<file path="config.mk">
export PLATFORM = sky130hd
export DESIGN_NAME = uart_tx_param_flat
export DESIGN_NICKNAME = d
export VERILOG_FILES = /design/src/rtl/uart_tx_param_if.sv /design/src/rtl/uart_tx_param.sv /design/src/flat_wrapper.sv
export SDC_FILE = /design/constraint.sdc
export NUM_CORES = 1
export LEC_CHECK = 0
export CAP_MARGIN = 20
export CORE_MARGIN = 2
export CORE_UTILIZATION = 30
export CTS_CLUSTER_DIAMETER = 60
export DETAILED_ROUTE_END_ITERATION = 8
export PLACE_DENSITY = 0.57
export SLEW_MARGIN = 10
export SYNTH_ARGS = -nofsm -noshare
export SYNTH_HDL_FRONTEND = slang
export SYNTH_SLANG_ARGS = --single-unit
</file>
<file path="constraint.sdc">
create_clock -name clk -period 1.61 [get_ports clk]
set_input_delay 0.2415 -clock clk [delete_from_list [all_inputs] [get_ports clk]]
set_output_delay 0.2415 -clock clk [all_outputs]
set_load 0.01 [all_outputs]
</file>
<file path="src/rtl/uart_tx_param_if.sv">
`default_nettype none
// ============================================================================
// Module      : uart_tx_param_if
// Description : Valid/ready word handshake between a data source and the
//               parametrised UART transmitter.
// Revision    : 1.0 - initial release
// ============================================================================
interface uart_tx_param_if #(
    parameter int DATA_BITS = 8
);
    logic [DATA_BITS-1:0] tx_data;
    logic                 tx_valid;
    logic                 tx_ready;

    modport master (
        output tx_data,
        output tx_valid,
        input  tx_ready
    );

    modport slave (
        input  tx_data,
        input  tx_valid,
        output tx_ready
    );
endinterface
`default_nettype wire

</file>
<file path="src/rtl/uart_tx_param.sv">
`default_nettype none
// ============================================================================
// Module      : uart_tx_param
// Description : Parametrised UART transmitter: start bit, LSB-first data,
//               optional parity, 1 or 2 stop bits, internal baud divider.
// Revision    : 1.0 - initial release
// ============================================================================
module uart_tx_param #(
    parameter int CLK_DIV    = 16,
    parameter int DATA_BITS  = 8,
    parameter int PARITY_EN  = 0,
    parameter int PARITY_ODD = 0,
    parameter int STOP_BITS  = 1
) (
    input  wire logic           clk,
    input  wire logic           rst,
    uart_tx_param_if.slave      s_if,
    output      logic           txd,
    output      logic           tx_busy,
    output      logic           tx_done
);

    if (CLK_DIV < 2) begin : g_chk_clk_div
        $error("uart_tx_param: CLK_DIV must be >= 2");
    end
    if ((DATA_BITS < 5) || (DATA_BITS > 9)) begin : g_chk_data_bits
        $error("uart_tx_param: DATA_BITS must be 5..9");
    end
    if ((STOP_BITS != 1) && (STOP_BITS != 2)) begin : g_chk_stop_bits
        $error("uart_tx_param: STOP_BITS must be 1 or 2");
    end

    localparam int BAUD_W = $clog2(CLK_DIV);
    localparam int BIT_W  = $clog2(DATA_BITS + 1);

    localparam logic [BAUD_W-1:0] c_BAUD_LAST = BAUD_W'(CLK_DIV - 1);
    localparam logic [BIT_W-1:0]  c_DATA_LAST = BIT_W'(DATA_BITS - 1);
    localparam logic [BIT_W-1:0]  c_STOP_LAST = BIT_W'(STOP_BITS - 1);
    localparam logic              c_PAR_ODD   = (PARITY_ODD != 0);
    localparam logic              c_PAR_EN    = (PARITY_EN != 0);

    typedef enum logic [2:0] {
        S_IDLE   = 3'd0,
        S_START  = 3'd1,
        S_DATA   = 3'd2,
        S_PARITY = 3'd3,
        S_STOP   = 3'd4
    } state_t;

    state_t                state_q, state_d;
    logic [BAUD_W-1:0]     baud_q, baud_d;
    logic [BIT_W-1:0]      bit_q, bit_d;
    logic [DATA_BITS-1:0]  shift_q, shift_d;
    logic                  par_q, par_d;
    logic                  txd_q, txd_d;
    logic                  baud_last;

    always_ff @(posedge clk or negedge rst) begin
        if (!rst) begin
            state_q <= S_IDLE;
            baud_q  <= '0;
            bit_q   <= '0;
            shift_q <= '0;
            par_q   <= 1'b0;
            txd_q   <= 1'b1;
        end else begin
            state_q <= state_d;
            baud_q  <= baud_d;
            bit_q   <= bit_d;
            shift_q <= shift_d;
            par_q   <= par_d;
            txd_q   <= txd_d;
        end
    end

    always_comb begin
        state_d   = state_q;
        baud_d    = baud_q;
        bit_d     = bit_q;
        shift_d   = shift_q;
        par_d     = par_q;
        baud_last = (baud_q == c_BAUD_LAST);

        if (state_q != S_IDLE) begin
            baud_d = baud_last ? '0 : baud_q + BAUD_W'(1);
        end

        case (state_q)
            S_IDLE: begin
                baud_d = '0;
                if (s_if.tx_valid) begin
                    state_d = S_START;
                    shift_d = s_if.tx_data;
                    // Parity is taken from the whole word now, since the shifter is consumed.
                    par_d   = (^s_if.tx_data) ^ c_PAR_ODD;
                end
            end
            S_START: begin
                if (baud_last) begin
                    state_d = S_DATA;
                    bit_d   = '0;
                end
            end
            S_DATA: begin
                if (baud_last) begin
                    shift_d = shift_q >> 1;
                    if (bit_q == c_DATA_LAST) begin
                        state_d = c_PAR_EN ? S_PARITY : S_STOP;
                        bit_d   = '0;
                    end else begin
                        bit_d   = bit_q + BIT_W'(1);
                    end
                end
            end
            S_PARITY: begin
                if (baud_last) begin
                    state_d = S_STOP;
                    bit_d   = '0;
                end
            end
            S_STOP: begin
                if (baud_last) begin
                    if (bit_q == c_STOP_LAST) begin
                        state_d = S_IDLE;
                        bit_d   = '0;
                    end else begin
                        bit_d   = bit_q + BIT_W'(1);
                    end
                end
            end
            default: begin
                state_d = S_IDLE;
            end
        endcase
    end

    // The line level follows the current state one clock later, from a flop.
    always_comb begin
        txd_d = 1'b1;
        case (state_q)
            S_START:  txd_d = 1'b0;
            S_DATA:   txd_d = shift_q[0];
            S_PARITY: txd_d = par_q;
            default:  txd_d = 1'b1;
        endcase
    end

    assign txd         = txd_q;
    assign tx_busy     = (state_q != S_IDLE);
    assign s_if.tx_ready = (state_q == S_IDLE);
    assign tx_done     = (state_q == S_STOP) && baud_last && (bit_q == c_STOP_LAST);

endmodule
`default_nettype wire

</file>
<file path="src/flat_wrapper.sv">
// flat-port wrapper written by rule: the top's interface ports become plain ports
module uart_tx_param_flat 
#(
    parameter int CLK_DIV    = 16,
    parameter int DATA_BITS  = 8,
    parameter int PARITY_EN  = 0,
    parameter int PARITY_ODD = 0,
    parameter int STOP_BITS  = 1
)
  (clk, rst, txd, tx_busy, tx_done, s_if_tx_data, s_if_tx_valid, s_if_tx_ready);
  uart_tx_param_if #(.DATA_BITS(DATA_BITS)) s_if_i ();
  input  wire logic clk;
  input  wire logic rst;
  output      logic txd;
  output      logic tx_busy;
  output      logic tx_done;
  input wire logic [$bits(s_if_i.tx_data)-1:0] s_if_tx_data;
  input wire logic [$bits(s_if_i.tx_valid)-1:0] s_if_tx_valid;
  output wire logic [$bits(s_if_i.tx_ready)-1:0] s_if_tx_ready;
  assign s_if_i.tx_data = s_if_tx_data;
  assign s_if_i.tx_valid = s_if_tx_valid;
  assign s_if_tx_ready = s_if_i.tx_ready;
  uart_tx_param #(.CLK_DIV(CLK_DIV), .DATA_BITS(DATA_BITS), .PARITY_EN(PARITY_EN), .PARITY_ODD(PARITY_ODD), .STOP_BITS(STOP_BITS)) u_core (.clk(clk), .rst(rst), .s_if(s_if_i), .txd(txd), .tx_busy(tx_busy), .tx_done(tx_done));
endmodule
</file>
* Yosys cells after proc, flatten, opt, wreduce, memory -nomap -nowiden *
Index checks and enable logic that the tools add are counted.

storage, ports and cells
  bits of input ports = 11
  register bits = 21
  word-level logic and storage cells = 57

operators by class
  add/subtract/negate cells = 2
  multiplexer cells = 21
  reduce and logical (&&, ||, !) cells = 14
  eq/ne operators = 14

operator list
  cell                   count
  $mux W4                8
  $mux W3                7
  $mux W8                2
  $pmux W8 S2            1
  $pmux W3 S5            1
  $ne A2 B1 Y1 const B   7
  $pmux W4 S3            1
  $add A4 B1 Y4 const B  2
  $reduce_xor A8 Y1      1
  $reduce_and A7 Y1      1
  $eq A3 B2 Y1 const B   2
  $reduce_bool A3 Y1     2
  $eq A4 B3 Y1 const B   1
  $eq A4 B4 Y1 const B   1
  $logic_not A4 Y1       1
  $reduce_and A4 Y1      1
  $reduce_bool A2 Y1     2
  $eq A3 B1 Y1 const B   1
  $eq A3 B3 Y1 const B   1
  $logic_not A3 Y1       1
  $pmux W1 S3            1
  $reduce_and A3 Y1      1
  $logic_and A1 B1 Y1    2
  $ne A2 B2 Y1 const B   1
  other kinds (2)        2

* Depth between registers and ports, before layout *
Gate-level depths: netlist (run 1).

  depth in word-level cells = 4
  gate-level depth with buffers = 6

* Worst setup path after synthesis (run 1) *
OpenSTA, ideal clock, no wires.

  kind = register to register
  from = register u_core.state_q[1]
  to = register u_core.state_q[1]
  setup slack = -0.161 ns
  cell stages (with the launch flop) = 7
  clock period less this slack = 1.771 ns
  arrival = 1.644 ns
  path through = dfrtp_1 -> buf_6 -> nor3_2 -> inv_2 -> o22a_1 -> nand3_2 -> mux2_1

on the way
  cells in the longest elaborated chain, start to end = 3

ends and longest elaborated chain
  what                         RTL line             source
  from (decl)                  uart_tx_param.sv:50  state_t state_q, state_d;
  from (signal assigned)       uart_tx_param.sv:67  state_q <= state_d;
  $logic_not A3 Y1 (*)         --
  via s_if_tx_ready            flat_wrapper.sv:19   output wire logic [$bits(s_if_i.tx_ready)-1:0] s_if_tx_ready;
  $ne A2 B2 Y1 (no line)       --
  $reduce_and A7 Y1 (no line)  --

The timed path passes the listed nets; every way through them passes the cells marked *.
A chain may end at the register's enable or synchronous reset.

* Final worst setup path (run 1) *
  from = register u_core.state_q[0]
  to = output tx_done

on the way
  cells in the longest elaborated chain, start to end = 3

ends and longest elaborated chain
  what                              RTL line              source
  $eq A3 B3 Y1                      uart_tx_param.sv:151  assign tx_done = (state_q == S_STOP) && baud_last && (bit_q == c_STOP_LAST);
  $logic_and A1 B1 Y1 (2 in a row)  uart_tx_param.sv:151
  to (decl)                         flat_wrapper.sv:16    output logic tx_done;

Every way passes these cells.

==> results of run 1 <==
-- where the power goes --
group	switching (mW)	internal, mW	total (mW)
clock	0.187	0.173	0.360
combinational	0.0302	0.0432	0.0734
sequential	0	0.527	0.527
-- cell type report --
type / instances / area (um^2)
Clock buffer: 3 / 41.29
Fill cell: 377 / 1982
Multi-Input combinational cell: 79 / 603.1
Tap cell: 48 / 60.06
Clock inverter: 1 / 5.005
Sequential cell: 21 / 528.0
Timing Repair Buffer: 43 / 361.6
Inverter: 14 / 52.55
-- sequential cells by signal (all words and copies together) (netlist names) --
| signal | count |
|---|---|
| u_core.baud_q | 4 |
| u_core.bit_q | 4 |
| u_core.par_q | 1 |
| u_core.shift_q | 8 |
| u_core.state_q | 3 |
| u_core.txd | 1 |
-- cell families (layout without fill, tap and decap cells) --
logic type / after synthesis / count (layout) / share of synthesized area
compound gates: 31 / 31 / 0.1630
xor+xnor: 8 / 8 / 0.06209
fa+ha+maj: 3 / 3 / 0.03326
buf+inv: 18 / 61 / 0.06873
flops: 21 / 21 / 0.4667
mux: 3 / 3 / 0.03215
simple gates: 34 / 34 / 0.1741
-- placed cells by master, fill, tap and decap left out, drive strengths merged, types with 3 or more instances in the layout --
cell and instances:
a21oi 11, buf 31, clkbuf 4, clkdlybuf4s50 11, dfrtp 20, ha 3, inv 14, nand2 9
nand3 6, nor2 3, nor3 3, o21ai 7, o22ai 8, xnor2 8
-- through the flow --
stage | TNS (ns) | hold slack (ns) | power, mW
2_1_floorplan | -0.003001 | -0.05409 | 0.5668
3_3_place_gp | -0.2237 | 0.4685 | 0.6106
3_5_place_dp | -0.5954 | 0.4760 | 0.6110
4_1_cts | -0.05623 | 0.3254 | 0.9738
5_1_grt | -0.3549 | 0.3396 | 1.002
6_report | -0.01796 | 0.3217 | 0.9601
-- worst max-delay path by stage --
stage                                        startpoint                            end  depth (start not counted)
after floorplan           u_core.state_q[1]$_DFFE_PN0P_  u_core.state_q[1]$_DFFE_PN0P_                          6
after global placement      u_core.bit_q[0]$_DFFE_PN0P_                        tx_done                          6
after detailed placement    u_core.bit_q[0]$_DFFE_PN0P_                        tx_done                          6
after CTS                   u_core.bit_q[0]$_DFFE_PN0P_                        tx_done                          6
after global routing        u_core.bit_q[0]$_DFFE_PN0P_                        tx_done                          6
final                     u_core.state_q[0]$_DFFE_PN0P_                        tx_done                          3
-- per-layer routing --
layer / share of wire / track usage
met4: 0.019 / 0.07031
met1: 0.42 / 0.1589
met3: 0.038 / 0.02740
met2: 0.52 / 0.2449
met5: 0 / 0
-- worst max-delay path, cell delays in order (launching register included) --
cell and delay [ns]:
dfrtp_2 0.41, or3b_4 0.39, nor3_2 0.16, buf_2 0.15
-- what timing repair did --
action	in CTS	in global routing
endpoints found under the hold margin	0	0
endpoints found under the setup margin	6	16
setup buffers	2	3
gates resized for setup	20	16
pin swaps	5	2
cloned	0	1
==> results.tsv, run 1 <==
stage	metric	value	unit
cts	TritonCTS clock tree	yes	
floorplanning	core area	3633	um^2
cells_and_area	Area Overhead vs Synth	46.34	%
yosys	YS warnings	0	
drt	DRT antenna net count	0	
timing	Worst-Margin Slew	0.2811	ns
critical_path	worst setup path class	register to output pin	
timing	fmax	615.1	MHz
yosys	Yosys top cell by area	dfrtp_1	
power	PD cells	581.3	nW/um^2
timing	final hold viol count	0	
cells_and_area	layout cells sized above 1	0.3727	
cts	Root Buffer	clkbuf_8	
cells_and_area	fin area	1652	um^2
critical_path	Reg2Reg Setup Slack	0	ns
yosys	top post-synthesis cells by count	dfrtp_1 (20), inv_1 (13), a21oi_1 (11), nand2_1 (9)	
run_status	failing checks	negative setup slack	
timing	Tmin final	1.626	ns
drt	Vias	994	
timing	setup slack after layout	-0.01582	ns
floorplanning	die area	4269	um^2
cells_and_area	Diodes inserted	0	
drt	# DRC	0	
run	max cap viols	0	
floorplanning	I/O pin total	15	
drt	Vias per Instance	4.756	
placement	Port Buffer Count	14	
global_route	first-pass GRT wire length	4.422	mm
yosys	Cell Area, Synth	1129	um^2
yosys	Mapped Nets	132	
yosys	syn avg cell area	9.564	um^2
floorplanning	Initial Utilization	0.3106	
cts	cts bufs inserted	3	
yosys	top cells by area, synth	dfrtp_1 (44%), xnor2_1 (6.2%), a21oi_1 (4.9%)	
cts	Clk pin slew, worst setup/hold paths	0.08	ns
cts	CTS sink count	21	
min_path	HP Class	input pin to async pin	
yosys	Synth async-reset ratio	1.000	
drt	WL final	2.707	mm
placement	worst slack, placed	-0.3495	ns
run_status	outcome	finished with violations	
yosys	share of the synthesized area in the top cell type	0.4435	
critical_path	R2R Path End	u_core.state_q[1]$_DFFE_PN0P_	
critical_path	CP required	1.37	ns
yosys	most common cell in the netlist	dfrtp_1	
drt	drt initial violations	25	
floorplanning	Rows	22	
cells_and_area	Finished Layout Cells	209	
placement	Placed Cells incl. Taps	199	
yosys	Synth Register Bits	21	
global_route	Tot GR Track Use	0.1389	
timing	Tcrit/Tclk final	1.010	
floorplanning	Die Wd	65.34	um
placement	placed cell area	1488	um^2
power	Peak VDD IR	0.3351	mV
floorplanning	die height	65.34	um
cts	Clock Tree Buf Depth	2	
cts	H-Tree Depth	1	
timing	RSZ-0062 raised after global routing	true	
placement	dpl hpwl	1.879	mm
global_route	vias in the first global route	1000	
timing	Final setup viols	2	
critical_path	r2r worst-path depth	5	
critical_path	CP endpoint kind	output pin	
timing	Clock Skews	0.002127	ns
global_route	initial antenna violation count	0	
cells_and_area	Final Util	0.4545	
cells_and_area	final-stage net count	176	
critical_path	WP data arrival	1.38	ns
cts	Post-CTS Hold Buffers	0	
yosys	Primary FF master, synth	dfrtp_1	
timing	worst rel slew slack	0.8126	
placement	Final Wtd Congestion	0.7235	
yosys	Post-synth EDFFs	0	
yosys	Seq/Total Area, Yosys	0.4667	
critical_path	crit start category	register	
drt	DRT Pass-1 Iters	4	
global_route	largest net degree at the start of global routing	22	
drt	drt wl/cell	12.95	um
yosys	Cell variety after synth	38	
critical_path	reg2reg start	u_core.state_q[0]$_DFFE_PN0P_	
timing	Final Max Slew Viols	0	
global_route	total grt overflow	0	
critical_path	critical path peak fanout	2	
yosys	Mapped Cells	118	
cts	Clock Latency Late Sink	0.27	ns
power	LEAKAGE	0.7296	nW
No activity file was read; power rests on OpenSTA's default activity.
==> run 2: changes to the inputs <==
CORE_MARGIN = unset   (was 2)
==> results.tsv, run 2 (synthesis gave the netlist of run 1 again) <==
stage	metric	value	unit	change
timing	setup slack after layout	-0.03289	ns	was -0.01582 ns
timing	final hold viol count	0		unchanged
cts	H-Tree Depth	1		unchanged
cts	Clk pin slew, worst setup/hold paths	0.08	ns	about the same
floorplanning	core area	3468	um^2	was 3633 um^2
placement	placed cell area	1478	um^2	was 1488 um^2
placement	worst slack, placed	-0.3048	ns	was -0.3495 ns
min_path	HP Class	input pin to async pin		unchanged
global_route	total grt overflow	0		unchanged
power	Comb power frac	0.079		was 0.076
cts	CTS sink count	21		unchanged
drt	met2 routed WL	1.314	mm	was 1.411 mm
cts	Root Buffer	clkbuf_8		unchanged
global_route	first-pass GRT wire length	4.105	mm	was 4.422 mm
global_route	vias in the first global route	953		was 1000
timing	Final Max Slew Viols	0		unchanged
drt	Top Metal Used	met4		unchanged
cells_and_area	layout cells sized above 1	0.3899		was 0.3727
timing	hold_ws	0.3298	ns	was 0.3217 ns
run_status	failing checks	negative setup slack		unchanged
floorplanning	die height	63.34	um	was 65.34 um
drt	DRT Pass-1 Iters	4		unchanged
cells_and_area	most frequent cells in the layout	buf_4 (21), dfrtp_1 (19), inv_1 (12)		was buf_4 (24), dfrtp_1 (19), inv_1 (12)
timing	fmax	608.7	MHz	was 615.1 MHz
power	Net Switching	0.2005	mW	was 0.2171 mW
drt	drt wl/cell	12.31	um	was 12.95 um
cells_and_area	fin area	1660	um^2	was 1652 um^2
timing	Clock Skews	0.006091	ns	was 0.002127 ns
placement	Port Buffer Count	14		unchanged
placement	dpl hpwl	1.812	mm	was 1.879 mm
power	switching share of power	0.2126		was 0.2261
timing	Tmin final	1.643	ns	was 1.626 ns
cts	TritonCTS clock tree	yes		unchanged
critical_path	CP endpoint kind	register		was output pin
floorplanning	I/O pin total	15		unchanged
cts	cts bufs inserted	3		unchanged
power	internal power	0.7425	mW	was 0.7431 mW
critical_path	CP required	1.76	ns	was 1.37 ns
critical_path	critical path peak fanout	2		unchanged
cells_and_area	Fillers	351		was 377
drt	# DRC	0		unchanged
floorplanning	Die Wd	63.34	um	was 65.34 um
drt	Vias	995		was 994
floorplanning	Rows	21		was 22
timing	setup TNS	-0.09481	ns	was -0.01796 ns
timing	Final setup viols	3		was 2
drt	Met3 Routed Length	89	um	was 102 um
power	LEAKAGE	0.7253	nW	was 0.7296 nW
power	Flop pwr share	0.559		was 0.549
run_status	outcome	finished with violations		unchanged
cells_and_area	Largest Register	u_core.shift_q		unchanged
placement	Final Wtd Congestion	0.7800		was 0.7235
drt	WL final	2.523	mm	was 2.707 mm
critical_path	worst setup path class	register to register		was register to output pin
global_route	Tot GR Track Use	0.1294		was 0.1389
cells_and_area	final-stage net count	174		was 176
cells_and_area	Top Registers	u_core.shift_q (8), u_core.baud_q (4), u_core.bit_q (4)		unchanged
timing	Worst-Margin Slew	0.3508	ns	was 0.2811 ns
cts	Clock Tree Buf Depth	2		unchanged
drt	Vias per Instance	4.854		was 4.756
cts	Post-CTS Hold Buffers	0		unchanged
critical_path	crit start category	register		unchanged
power	Clk pwr share	0.362		was 0.375
floorplanning	Initial Utilization	0.3254		was 0.3106
drt	DRT antenna net count	0		unchanged
cells_and_area	Area Overhead vs Synth	47.12	%	was 46.34%
drt	WL met1	1.104	mm	was 1.140 mm
cells_and_area	Largest register FFs	8		unchanged
timing	Tcrit/Tclk final	1.020		was 1.010
floorplanning	die area	4011	um^2	was 4269 um^2
cts	Clock Latency Late Sink	0.26	ns	was 0.27 ns
power	PD cells	567.9	nW/um^2	was 581.3 nW/um^2
timing	RSZ-0062 raised after global routing	true		unchanged
drt	drt initial violations	22		was 25
cells_and_area	most common cell after layout, fill and taps aside	buf_4		unchanged
critical_path	WP data arrival	1.79	ns	was 1.38 ns
timing	worst rel slew slack	0.7645		was 0.8126
cells_and_area	Diodes inserted	0		unchanged
power	Peak VDD IR	0.2316	mV	was 0.3351 mV
run	max cap viols	0		unchanged
global_route	largest net degree at the start of global routing	22		unchanged
global_route	initial antenna violation count	0		unchanged
[run 2: repair_timing]
| item | 4_1_cts | 5_1_grt |
|---|---|---|
| endpoints found under the setup margin | 7 | 14 |
| gates resized for setup | 22 | 17 |
| setup buffers | 5 | 1 |
| hold endpoints to repair | 0 | 0 |
| pin swaps | 4 | 6 |
[run 2: critical path: stages, from the launching register on]
cell	delay [ns]
dfrtp_2	0.41
or3b_4	0.41
buf_6	0.13
o22a_1	0.18
nand3_2	0.09
mux2_4	0.30
[run 2: metal layers]
layer | vias up | global-route usage
met2 | 17 | 0.2247
met1 | 485 | 0.1627
met5 | - | 0
met3 | 2 | 0.02355
li1 | 491 | -
met4 | 0 | 0.03409
[run 2: worst paths after layout]
path | start | end | slack [ns] | depth (start not counted)
worst max-delay path | u_core.state_q[0]$_DFFE_PN0P_ | u_core.state_q[2]$_DFFE_PN0P_ | -0.03 | 5
worst min-delay path | rst | u_core.bit_q[2]$_DFFE_PN0P_ | 0.33 | 2
worst max register to register | u_core.state_q[0]$_DFFE_PN0P_ | u_core.state_q[2]$_DFFE_PN0P_ | -0.03 | 5
worst min register to register | u_core.par_q$_DFFE_PN0P_ | u_core.par_q$_DFFE_PN0P_ | 0.48 | 2
max in group asynchronous | rst | u_core.txd$_DFF_PN1_ | 1.01 | 2
min in group clk | u_core.par_q$_DFFE_PN0P_ | u_core.par_q$_DFFE_PN0P_ | 0.48 | 2
[run 2: layout make-up]
| cell class | instances | area (um^2) | share of cell area |
|---|---|---|---|
| multi-input combinational | 79 | 625.6 | 0.3768 |
| clock buffer | 3 | 41.29 | 0.02487 |
| clock inverter | 1 | 5.005 | 0.003014 |
| timing repair buffer | 41 | 350.3 | 0.2110 |
| sequential | 21 | 528.0 | 0.3180 |
| inverter | 14 | 52.55 | 0.03165 |
| tap | 46 | 57.56 | 0.03466 |
[run 2: power by group through the flow]
stage	sequential, mW	combinational, mW	clock, mW
2_1_floorplan	0.538	0.0292	0
3_3_place_gp	0.537	0.0736	0
3_5_place_dp	0.537	0.0741	0
4_1_cts	0.527	0.0742	0.356
5_1_grt	0.527	0.0831	0.379
6_report	0.527	0.0748	0.341
[run 2: stage by stage]
step,util,instances,power (mW)
after detailed placement,0.4260,196,0.6115
after global placement,0.4260,196,0.6111
final,0.4787,205,0.9430
after CTS,0.4556,204,0.9576
after global routing,0.4787,205,0.9891
after floorplan,-,118,0.5668
